===== config.mk =====
export PLATFORM = sky130hd
export DESIGN_NAME = cla_mp_seq
export DESIGN_NICKNAME = d
export VERILOG_FILES = /design/src/rtl/alu_pkg.sv /design/src/rtl/cla_adder.sv /design/src/rtl/cla_mp_seq.sv
export SDC_FILE = /design/constraint.sdc
export NUM_CORES = 1
export LEC_CHECK = 0
export ABC_AREA = 0
export BUFFER_PORTS_ARGS = -buffer_cell sky130_fd_sc_hd__buf_4
export CORE_MARGIN = 8
export CORE_UTILIZATION = 51
export CTS_BUF_LIST = sky130_fd_sc_hd__clkbuf_2
export DETAILED_ROUTE_END_ITERATION = 10
export PLACE_DENSITY = 0.81
export SYNTH_ARGS = -nofsm -noshare
export SYNTH_HDL_FRONTEND = slang
export SYNTH_SLANG_ARGS = --single-unit

===== constraint.sdc =====
create_clock -name clk -period 4.65 [get_ports clk]
set_clock_uncertainty 0.15 [all_clocks]
set_input_delay 0.6975 -clock clk [delete_from_list [all_inputs] [get_ports clk]]
set_output_delay 0.6975 -clock clk [all_outputs]
set_load 0.05 [all_outputs]

===== src/rtl/alu_pkg.sv =====
// Shared ALU definitions: sequencer state encoding, slice width and index sizing.
package alu_pkg;

  typedef enum logic [1:0] {
    IDLE = 2'd0,
    RUN  = 2'd1,
    DONE = 2'd2
  } state_e;

  localparam int ALU_SLICE_W = 32;

  function automatic int idx_width(input int words);
    return (words <= 2) ? 1 : $clog2(words);
  endfunction

endpackage


===== src/rtl/cla_adder.sv =====
// W-bit carry-look-ahead adder: 4-bit look-ahead groups with a rippled group carry.
module cla_adder #(
  parameter int W = 32
) (
  input  logic [W-1:0] a,
  input  logic [W-1:0] b,
  input  logic         cin,
  output logic [W-1:0] sum,
  output logic         cout
);

  localparam int NG = W / 4;

  logic [W-1:0] p;
  logic [W-1:0] g;
  logic [W-1:0] c;
  logic [NG:0]  gc;

  assign p     = a ^ b;
  assign g     = a & b;
  assign gc[0] = cin;

  generate
    for (genvar gi = 0; gi < NG; gi++) begin : g_grp
      localparam int B = gi * 4;
      logic grp_g;
      logic grp_p;

      assign c[B]   = gc[gi];
      assign c[B+1] = g[B] | (p[B] & gc[gi]);
      assign c[B+2] = g[B+1] | (p[B+1] & g[B]) | (p[B+1] & p[B] & gc[gi]);
      assign c[B+3] = g[B+2] | (p[B+2] & g[B+1]) | (p[B+2] & p[B+1] & g[B])
                    | (p[B+2] & p[B+1] & p[B] & gc[gi]);

      assign grp_g = g[B+3] | (p[B+3] & g[B+2]) | (p[B+3] & p[B+2] & g[B+1])
                   | (p[B+3] & p[B+2] & p[B+1] & g[B]);
      assign grp_p = p[B+3] & p[B+2] & p[B+1] & p[B];

      assign gc[gi+1] = grp_g | (grp_p & gc[gi]);
    end
  endgenerate

  assign sum  = p ^ c;
  assign cout = gc[NG];

endmodule


===== src/rtl/cla_mp_seq.sv =====
// Multi-precision add/subtract sequencer: streams WORDS slices through one shared
// cla_adder, LSB slice first, with the inter-slice carry held in a register.
module cla_mp_seq
  import alu_pkg::*;
#(
  parameter int W     = ALU_SLICE_W,
  parameter int WORDS = 4
) (
  input  logic               clk,
  input  logic               rst_n,
  input  logic               start_valid,
  output logic               start_ready,
  input  logic               op_sub,
  input  logic [W*WORDS-1:0] a,
  input  logic [W*WORDS-1:0] b,
  output logic [W*WORDS-1:0] result,
  output logic               carry_out,
  output logic               overflow,
  output logic               done_valid,
  input  logic               done_ready
);

  localparam int              IW       = idx_width(WORDS);
  localparam logic [IW-1:0]   LAST_IDX = IW'(WORDS - 1);

  state_e                     state_q, state_d;
  logic [IW-1:0]              idx_q, idx_d;
  logic                       carry_q, carry_d;
  logic                       op_sub_q, op_sub_d;
  logic [WORDS-1:0][W-1:0]    a_q, a_d;
  logic [WORDS-1:0][W-1:0]    b_q, b_d;
  logic [WORDS-1:0][W-1:0]    result_q, result_d;
  logic                       carry_out_q, carry_out_d;
  logic                       overflow_q, overflow_d;
  logic                       done_valid_q, done_valid_d;

  logic [W-1:0]               a_slice;
  logic [W-1:0]               b_eff;
  logic [W-1:0]               sum;
  logic                       cout;

  // Subtraction is A + ~B + 1: the +1 enters as the initial carry loaded on accept.
  assign a_slice = a_q[idx_q];
  assign b_eff   = b_q[idx_q] ^ {W{op_sub_q}};

  cla_adder #(.W(W)) u_cla_adder (a_slice, b_eff, carry_q, sum, cout);

  always_comb begin
    state_d      = state_q;
    idx_d        = idx_q;
    carry_d      = carry_q;
    op_sub_d     = op_sub_q;
    a_d          = a_q;
    b_d          = b_q;
    result_d     = result_q;
    carry_out_d  = carry_out_q;
    overflow_d   = overflow_q;
    done_valid_d = done_valid_q;

    case (state_q)
      IDLE: begin
        if (start_valid) begin
          a_d      = a;
          b_d      = b;
          op_sub_d = op_sub;
          idx_d    = '0;
          carry_d  = op_sub;
          state_d  = RUN;
        end
      end
      RUN: begin
        result_d[idx_q] = sum;
        carry_d         = cout;
        idx_d           = idx_q + 1'b1;
        if (idx_q == LAST_IDX) begin
          carry_out_d  = cout;
          overflow_d   = (a_slice[W-1] == b_eff[W-1]) && (sum[W-1] != a_slice[W-1]);
          done_valid_d = 1'b1;
          state_d      = DONE;
        end
      end
      DONE: begin
        if (done_ready) begin
          done_valid_d = 1'b0;
          state_d      = IDLE;
        end
      end
      default: begin
        done_valid_d = 1'b0;
        state_d      = IDLE;
      end
    endcase
  end

  always_ff @(posedge clk or negedge rst_n) begin
    if (!rst_n) begin
      state_q      <= IDLE;
      idx_q        <= '0;
      carry_q      <= 1'b0;
      op_sub_q     <= 1'b0;
      a_q          <= '0;
      b_q          <= '0;
      result_q     <= '0;
      carry_out_q  <= 1'b0;
      overflow_q   <= 1'b0;
      done_valid_q <= 1'b0;
    end else begin
      state_q      <= state_d;
      idx_q        <= idx_d;
      carry_q      <= carry_d;
      op_sub_q     <= op_sub_d;
      a_q          <= a_d;
      b_q          <= b_d;
      result_q     <= result_d;
      carry_out_q  <= carry_out_d;
      overflow_q   <= overflow_d;
      done_valid_q <= done_valid_d;
    end
  end

  assign start_ready = (state_q == IDLE);
  assign result      = result_q;
  assign carry_out   = carry_out_q;
  assign overflow    = overflow_q;
  assign done_valid  = done_valid_q;

endmodule

**After elaboration in Yosys (flattened, before gate mapping)**

Cells that the tools add are included.

- Register bits after elaboration: 393
- Output and inout bits: 132
- Word-level logic and storage cells: 270

- $add $sub $neg: 1
- $lt $le $gt $ge: 2
- Equal/unequal tests: 8
- Muxes and demuxes: 18
- Bitwise operators: 213
- Reductions and logical operators: 9

Operators with widths:

| operator | count |
|---|---|
| 1-bit bitwise AND | 128 |
| 32-bit binary-select mux with 2-bit select | 2 |
| 128-bit bitwise mux | 1 |
| 32-bit 2-to-1 mux | 3 |
| 32-bit XOR | 3 |
| 1-bit OR | 80 |
| 32-bit demux with 2-bit select | 1 |
| 32-bit bitwise AND | 1 |
| 2-bit 2-to-1 mux | 4 |
| 2-bit inequality test (second input constant) | 3 |
| 2-bit one-hot mux with 3 select lines | 1 |
| 2-bit AND reduction | 3 |
| 3-bit AND reduction | 2 |
| 2-bit == test (second input constant) | 2 |
| 2-bit one-hot mux with 2 select lines | 1 |
| 2-bit by 3-bit less-than comparator with 1-bit output (second input constant) | 1 |
| 1-bit 2-to-1 mux | 3 |
| 1-bit one-hot mux with 3 select lines | 1 |
| 2-bit by 1-bit adder with 2-bit output (second input constant) | 1 |
| 2-bit by 1-bit == test with 1-bit output (second input constant) | 1 |
| 2-bit by 1-bit >= comparator with 1-bit output (second input constant) | 1 |
| 1-bit logical AND | 2 |
| 2-bit logical NOT | 1 |
| 1-bit one-hot mux with 2 select lines | 1 |
| 4 further kinds | 4 |

**Longest topological paths before layout**

Gate-level depths: netlist of run 1.

- Depth after elaboration: 26
- Gate-level depth with buffers: 15
- Mapped depth without buffers: 13

**Hierarchy**

Synthesis of run 1 repeated with hierarchy kept, for this count alone.

- Cell total of the unflattened synthesis: 1,132
- Area total of the unflattened synthesis: 18,908.1 um^2

By module, submodules not included:

| module | times used | cells each | area each (um^2) | seq. area each (um^2) |
|---|---|---|---|---|
| cla_mp_seq | 1 | 972 | 17,520.6 | 9,834.4 |
| cla_adder | 1 | 160 | 1,387.6 | 0.0 |

**Worst setup path before layout of run 1**

Ideal clock, no wire load.

- Kind: flip-flop to flip-flop
- From: reg idx_q[0]
- To: reg result_q, in the netlist result[124]
- Setup time: 83 ps
- Data arrival time: 4,488 ps
- Slack: -71 ps
- Cell stages (with the launch flop): 15
- Path buffers: 3
- Period minus slack after synthesis: 4,721 ps
- Cell sequence: dfrtp_1 buf_2 buf_1 buf_2 mux4_2 ha_1 a21o_1 a221o_1 a32oi_1 a21bo_2 a21oi_4 o21a_1 o21a_1 fa_1 o21ai_0

- Cells in the longest elaborated chain, start to end: 23

RTL lines:

| what | RTL line | RTL |
|---|---|---|
| start, declared | cla_mp_seq.sv:27 | `logic [IW-1:0] idx_q, idx_d;` |
| start signal, assigned | cla_mp_seq.sv:109 | `idx_q <= idx_d;` |
| 32-bit binary-select mux with 2-bit select | cla_mp_seq.sv:44 | `assign b_eff = b_q[idx_q] ^ {W{op_sub_q}};` |
| 32-bit 2-to-1 mux (implied by the code) | cla_mp_seq.sv:44 |  |
| 32-bit XOR | cla_mp_seq.sv:44 |  |
| 32-bit XOR / 32-bit bitwise AND (equally long branches) | cla_adder.sv:19, cla_adder.sv:20 |  |
| 1-bit bitwise AND, on equally long branches | cla_adder.sv:35, cla_adder.sv:36, cla_adder.sv:37 |  |
| 1-bit OR, or another cell as far along (2 in series) | cla_adder.sv:35 | `assign grp_g = g[B+3] \| (p[B+3] & g[B+2]) \| (p[B+3] & p[B+2] & g[B+1])` |
| 1-bit OR / 1-bit bitwise AND (equally long branches) | cla_adder.sv:36, cla_adder.sv:39 |  |
| 1-bit OR | cla_adder.sv:39 | `assign gc[gi+1] = grp_g \| (grp_p & gc[gi]);` |
| [6 not listed] | - |  |
| 1-bit bitwise AND | cla_adder.sv:39 |  |
| 1-bit OR | cla_adder.sv:39 |  |
| 1-bit bitwise AND | cla_adder.sv:39 |  |
| 1-bit OR | cla_adder.sv:39 |  |
| 1-bit bitwise AND | cla_adder.sv:39 |  |
| 1-bit OR | cla_adder.sv:39 |  |
| 32-bit XOR | cla_adder.sv:43 | `assign sum = p ^ c;` |
| 128-bit bitwise mux * | cla_mp_seq.sv:72 | `result_d[idx_q] = sum;` |
| end signal, assigned | cla_mp_seq.sv:114 | `result_q <= result_d;` |
| end, declared | cla_mp_seq.sv:32 | `logic [WORDS-1:0][W-1:0] result_q, result_d;` |

Every way passes the cells marked *; elsewhere a longest branch is shown, timed or not. The select of a mux whose other input is x is not followed.
A chain may end at the register's enable or synchronous reset.

**Final worst setup path of run 1**

- From: reg idx_q[0]
- To: reg result_q, in the netlist result[93]

- Cells in the longest elaborated chain, start to end: 25

RTL lines:

| what | RTL line | RTL |
|---|---|---|
| 32-bit binary-select mux with 2-bit select | cla_mp_seq.sv:44 |  |
| 32-bit 2-to-1 mux (implied by the code) | cla_mp_seq.sv:44 |  |
| 32-bit XOR | cla_mp_seq.sv:44 |  |
| 32-bit XOR / 32-bit bitwise AND (equally long branches) | cla_adder.sv:19, cla_adder.sv:20 |  |
| 1-bit bitwise AND, on equally long branches | cla_adder.sv:35, cla_adder.sv:36, cla_adder.sv:37 |  |
| 1-bit OR, or another cell as far along (2 in series) | cla_adder.sv:35 |  |
| 1-bit OR / 1-bit bitwise AND (equally long branches) | cla_adder.sv:36, cla_adder.sv:39 |  |
| 1-bit OR | cla_adder.sv:39 |  |
| [8 not listed] | - |  |
| 1-bit bitwise AND | cla_adder.sv:39 |  |
| 1-bit OR | cla_adder.sv:39 |  |
| 1-bit bitwise AND | cla_adder.sv:39 |  |
| 1-bit OR | cla_adder.sv:39 |  |
| 1-bit bitwise AND | cla_adder.sv:30 | `assign c[B+1] = g[B] \| (p[B] & gc[gi]);` |
| 1-bit OR | cla_adder.sv:30 |  |
| 32-bit XOR | cla_adder.sv:43 |  |
| 128-bit bitwise mux * | cla_mp_seq.sv:72 |  |

Marked as above.

==> metrics.cfg, run 1 <==
[timing]
slew_violations = 0
finalCriticalPeriod_ps = 4390
post-route-period-util_pct = 94.5
rsz0062_at_grt = false
slew_headroom_pct = 34.3
worst-slew-pin-transition_ps = 982
setup_viol_count_final = 0
clock.fmax_mhz = 228
setup_tns_ps = 0
hold_violations = 0
fin_hold_ws_ps = 164

[global_route]
grt-ovfl-total = 0
grt_max_degree = 110
antenna_found_initial = 11
grt_use_total_pct = 30.0
grt_pass1_wl_mm = 95.4
grt_pass1_vias = 15900

[setup_path]
worst_ep_required_time_ps = 5340
startpoint = idx_q[0]
r2r_cells = 14
r2r_slack_ps = 260
crit_end = result[93]
end_kind = register
critPathArrivalTime_ps = 5090
crit_fanout = 23
rr_startpoint = idx_q[0]
start_kind = register
critical_path_class = reg -> reg
rr_endpoint = result[93]

[die]
rows = 68
die_y_microns = 203
dieArea_sq_mm = 0.0413
io_pins = 393
die_w_microns = 203
fp.coreArea_sq_mm = 0.0345
start_util_pct = 51.7

[placement]
io_buffers = 392
place.gp.congestion = 0.836
dp_hpwl_mm = 38.6

[worst_hold_path]
hold_path.class = in -> async

[route]
drt-initial-drc-count = 1009
first_pass_iters = 6
ant_nets = 0
drt_wl_total_mm = 63.2
vias = 14600
avgRoutedWirePerCell_microns = 24.6
drc = 0
vias_per_cell = 5.70

[clock_tree]
cts_tree = built
cts_buffer_depth = 3
cts_setup_buffers = 0
cts_sinks = 393
cts-root-buf = clkbuf_2
clk_pin_slew_ps = 130
htreeDepth = 3
clk_latency_ps = 1030
cts_made_buffers = 98

[run_status]
status = finished clean

[logic_synthesis]
syn_inst = 1342
synth.area.top_cells = dfrtp_1 55%, mux2_2 16%, mux4_2 8.1%
ys_ff_latch = 393
synth_edf_count = 0
ys_async_sr_fraction_pct = 100
ys_seq_area_share_pct = 55.1
synth.distinct_cells = 51
avgSynthCellArea_sq_um = 13.3
yosysWarningCount = 0
synthFlopType = dfrtp_1
syn-num-nets = 1647
syn_area_sq_mm = 0.0179
synth_area_leader_cell = dfrtp_1
synth_top_area_share_pct = 55.1

[final_layout]
final_cell_mix = 409 x buf_4, 390 x dfrtp_1, 260 x dlygate4sd3_1
drive_above_1_share_pct = 42.9
layout_commonest_cell = buf_4
final_util_pct = 71.9
fill_cells = 2246
layout.nets = 2344
area_delta_synth_final_pct = 39.1

[run]
cap_violations = 0

==> worst min-delay path by stage <==
| stage | cells after the start | startpoint | slack (ps) | end |
|---|---|---|---|---|
| after global placement | 2 | result[72] | 310 | result[72] |
| after floorplan | 0 | rst_n | 250 | a_q[0] |
| after detailed placement | 2 | result[24] | 320 | result[24] |
| after CTS | 2 | rst_n | 120 | b_q[25] |
| after global routing | 2 | rst_n | 170 | b_q[119] |
| final | 2 | rst_n | 160 | b_q[97] |
==> state kept, by name (all words and copies together) (netlist names) <==
signal      flops
a_q           128
b_q           128
carry_out       1
carry_q         1
done_valid      1
idx_q           2
op_sub_q        1
overflow        1
result        128
state_q         2
==> timing repair <==
| action | CTS | global route |
|---|---|---|
| resized for setup | 0 | 1 |
| setup endpoints to repair | 0 | 1 |
| endpoints found under the hold margin | 367 | 0 |
| hold buffers | 260 | 0 |
==> final cells by class <==
class	count	area (sq um)	share of cell area (%)
sequential	393	9840	39.6
multi-input combinational	846	7650	30.8
timing repair buffer	676	5810	23.4
clock buffer	141	706	2.84
tap	455	569	2.29
clock inverter	22	149	0.599
inverter	24	90.1	0.363
antenna	12	30.0	0.121
==> per-stage QoR <==
| stage | instances | cell area, sq um | setup slack (ps) |
|---|---|---|---|
| 2_1_floorplan | 1342 | 17900 | 168 |
| 3_3_place_gp | 2134 | 21400 | 435 |
| 3_5_place_dp | 2134 | 21400 | 346 |
| 4_1_cts | 2557 | 24800 | 299 |
| 5_1_grt | 2568 | 24800 | 35.0 |
| 6_report | 2569 | 24800 | 256 |
==> critical path: stages, from the launching register on <==
cell     delay [ps]
dfrtp_4         590
buf_12          270
mux4_2          550
xor2_1          170
ha_1            400
and3_1          240
nand4_1         120
nand3_1         150
a21bo_2         210
a21oi_4          90
o21a_1          230
o21a_1          230
fa_1            430
xor2_1          240
o21ai_0         130
==> cell usage after synthesis (3+ instances only) <==
cell type	n
dfrtp_1	393
mux2_2	257
nand2_1	133
o21ai_0	121
clkbuf_1	64
mux4_2	64
xor2_1	43
ha_1	36
inv_1	24
nor2_1	23
nand3_1	19
a21oi_1	17
o31ai_1	16
a21o_1	10
o21a_1	10
buf_1	9
mux2i_1	9
fa_1	8
or4_1	8
nand2b_1	7
a211o_1	6
buf_2	6
a31oi_1	5
and3_1	5
nand4_1	5
nor3_1	5
nor2b_1	4
and2_1	3
o21bai_1	3
xnor2_1	3
==> metal layers <==
| metal | vias up | share of wire (%) | GRT usage, % |
|---|---|---|---|
| li1 | 6285 | - | - |
| met1 | 7317 | 38 | 35.9 |
| met3 | 218 | 8.1 | 7.79 |
| met5 | - | 0 | 0 |
| met4 | 0 | 5.2 | 16.7 |
| met2 | 823 | 49 | 49.3 |
==> cells by family after synthesis <==
group / share of synthesized area [%]
flops: 55.1
mux: 24.8
simple gates: 5.54
compound gates: 6.75
buf+inv: 2.21
xor+xnor: 2.26
fa+ha+maj: 3.42
Power of run 1 is not shown: default switching activity piles up to over one toggle a cycle in this logic, so the estimate is an artifact.
==> run 2, diff against run 1 <==
--- a/config.mk
+++ b/config.mk
@@ -8,10 +8,10 @@
 export ABC_AREA = 0
 export BUFFER_PORTS_ARGS = -buffer_cell sky130_fd_sc_hd__buf_4
 export CORE_MARGIN = 8
-export CORE_UTILIZATION = 51
+export CORE_UTILIZATION = 55
 export CTS_BUF_LIST = sky130_fd_sc_hd__clkbuf_2
 export DETAILED_ROUTE_END_ITERATION = 10
-export PLACE_DENSITY = 0.81
+export PLACE_DENSITY = 0.83
 export SYNTH_ARGS = -nofsm -noshare
 export SYNTH_HDL_FRONTEND = slang
 export SYNTH_SLANG_ARGS = --single-unit
==> constraint.sdc (replaced) <==
create_clock -name clk -period 4.87 [get_ports clk]
set_clock_uncertainty 0.15 [all_clocks]
set_input_delay 0.7305 -clock clk [delete_from_list [all_inputs] [get_ports clk]]
set_output_delay 0.7305 -clock clk [all_outputs]
set_load 0.05 [all_outputs]
==> run 2 against run 1 <==
Global-route usage grew 2.3 points. Via count grew 1.6%. Flip-flop and latch count unchanged. Wire length grew 0.25%. Largest cell class unchanged.
==> metrics.cfg, run 2 (synthesis results as in run 1) <==
[die]
dieArea_sq_mm = 0.0385  ; -6.7%
fp.coreArea_sq_mm = 0.0323  ; -6.5%
die_w_microns = 196  ; -3.4%
start_util_pct = 55.3  ; +3.6 points
rows = 66  ; -2.9%
io_pins = 393  ; unchanged
die_y_microns = 196  ; -3.4%

[setup_path]
r2r_slack_ps = 300  ; +50 ps
r2r_cells = 12  ; -2
max_stage_delay_ps = 740  ; +150 ps
end_kind = register
critical_path_class = reg -> reg
start_kind = register
crit_family = compound AO/OA/AOI/OAI gates
critPathArrivalTime_ps = 5300  ; +210 ps
cp.depth = 12  ; -2
crit_fanout = 29  ; +26%
crit_chain = mux4_2 -> xor2_1 -> ha_1 -> and3_1 -> a221o_1 -> a32oi_1 -> a21bo_2 -> a21oi_4 -> o21a_1 -> o21a_1 -> fa_1 -> o21ai_0
worst_ep_required_time_ps = 5600  ; +260 ps
crit_top_cell = o21a_1
cp_num_buf_inv = 0  ; -1
crit_slowest_cell = dfrtp_4

[global_route]
grt-ovfl-total = 0  ; unchanged
grt_use_total_pct = 32.3  ; +2.3 points
grt_max_degree = 107  ; -2.7%
antenna_found_initial = 14  ; +3
grt_pass1_vias = 16100  ; +1.1%
grt_pass1_wl_mm = 95.3  ; -0.16%

[clock_tree]
clk_pin_slew_ps = 150  ; +20 ps
cts_made_buffers = 99  ; +1.0%
cts_buffer_depth = 3  ; unchanged
clk_latency_ps = 1030  ; about the same
htreeDepth = 3  ; unchanged
cts_tree = built
cts_sinks = 393  ; unchanged
cts-root-buf = clkbuf_2
cts.repair.resized = 0  ; unchanged

[final_layout]
area_delta_synth_final_pct = 38.7
layout_commonest_cell = buf_4
final_cell_mix = 414 x buf_4, 390 x dfrtp_1, 260 x dlygate4sd3_1
multi_input_area_sq_mm = 0.00765  ; unchanged
seqCellArea_sq_mm = 0.00984  ; unchanged
fill_cells = 1887  ; -16%
layout.nets = 2351  ; +0.30%
fin_cells = 2555  ; -0.54%
drive_above_1_share_pct = 42.7  ; -0.21 points

[timing]
post-route-period-util_pct = 93.8  ; -0.68 points
setup_tns_ps = 0  ; unchanged
slew_violations = 0  ; unchanged
rsz0062_at_grt = false
finalCriticalPeriod_ps = 4570  ; +175 ps
slew_headroom_pct = 38.8  ; +4.5 points
worst-slew-pin-transition_ps = 916  ; -66.4 ps
finalWorstSetupSlack_ps = 301  ; +45.0 ps
clock.fmax_mhz = 219  ; -3.8%
setup_viol_count_final = 0  ; unchanged
hold_violations = 0  ; unchanged

[route]
drt-initial-drc-count = 1239  ; +23%
first_pass_iters = 7  ; +1
ant_nets = 0  ; unchanged
vias = 14900  ; +1.6%
drc = 0  ; unchanged
drt_wl_total_mm = 63.3  ; +0.25%
vias_per_cell = 5.82  ; +2.1%
avgRoutedWirePerCell_microns = 24.8  ; +0.80%

[placement]
io_buffers = 392  ; unchanged
placed_cells = 2115  ; -0.89%
place.gp.congestion = 0.872  ; +4.3%
dp_slack_ps = 389  ; +43.3 ps
dp_hpwl_mm = 38.1  ; -1.3%

[run_status]
status = finished clean

[worst_hold_path]
hold_path.class = in -> async

[run]
cap_violations = 0  ; unchanged

[run 2: final timing paths]
check,endpoint,startpoint
max,result[124],idx_q[1]
min,a_q[20],rst_n
max reg2reg,result[124],idx_q[1]
min reg2reg,result[48],result[48]
max in group asynchronous,result[91],rst_n
min in group clk,a_q[13],a[13]
[run 2: area by class of cell]
cell class / instances / share of cell area (%)
Sequential cell: 393 / 39.7
Clock buffer: 132 / 2.67
Tap cell: 442 / 2.23
Antenna cell: 17 / 0.172
Clock inverter: 19 / 0.298
Timing Repair Buffer: 682 / 23.7
Multi-Input combinational cell: 846 / 30.9
Inverter: 24 / 0.364
[run 2: routing by layer]
| layer | wire length, microns | up-vias | GRT usage (%) | share of wire, % |
|---|---|---|---|---|
| met1 | 23700 | 7385 | 39.0 | 37 |
| met5 | 0 | - | 0 | 0 |
| li1 | - | 6291 | - | - |
| met4 | 3360 | 0 | 17.4 | 5.3 |
| met3 | 5440 | 261 | 8.91 | 8.6 |
| met2 | 30800 | 935 | 52.6 | 49 |
[run 2: what timing repair did]
action                     4_1_cts  5_1_grt
hold endpoints to repair       356        0
setup endpoints to repair        0        8
buffers inserted                 0       12
hold buffers                   260        0
[run 2: metrics by stage]
| stage | cell area, sq um | utilization [%] | hold WS (ps) |
|---|---|---|---|
| 4_1_cts | 24600 | 76.3 | 249 |
| 6_report | 24800 | 76.7 | 198 |
| 5_1_grt | 24800 | 76.7 | 259 |
| 3_5_place_dp | 21300 | 66.0 | 321 |
| 3_3_place_gp | 21300 | 66.0 | 314 |
| 2_1_floorplan | 17900 | - | 285 |
Power of run 2 is left out for the same reason.
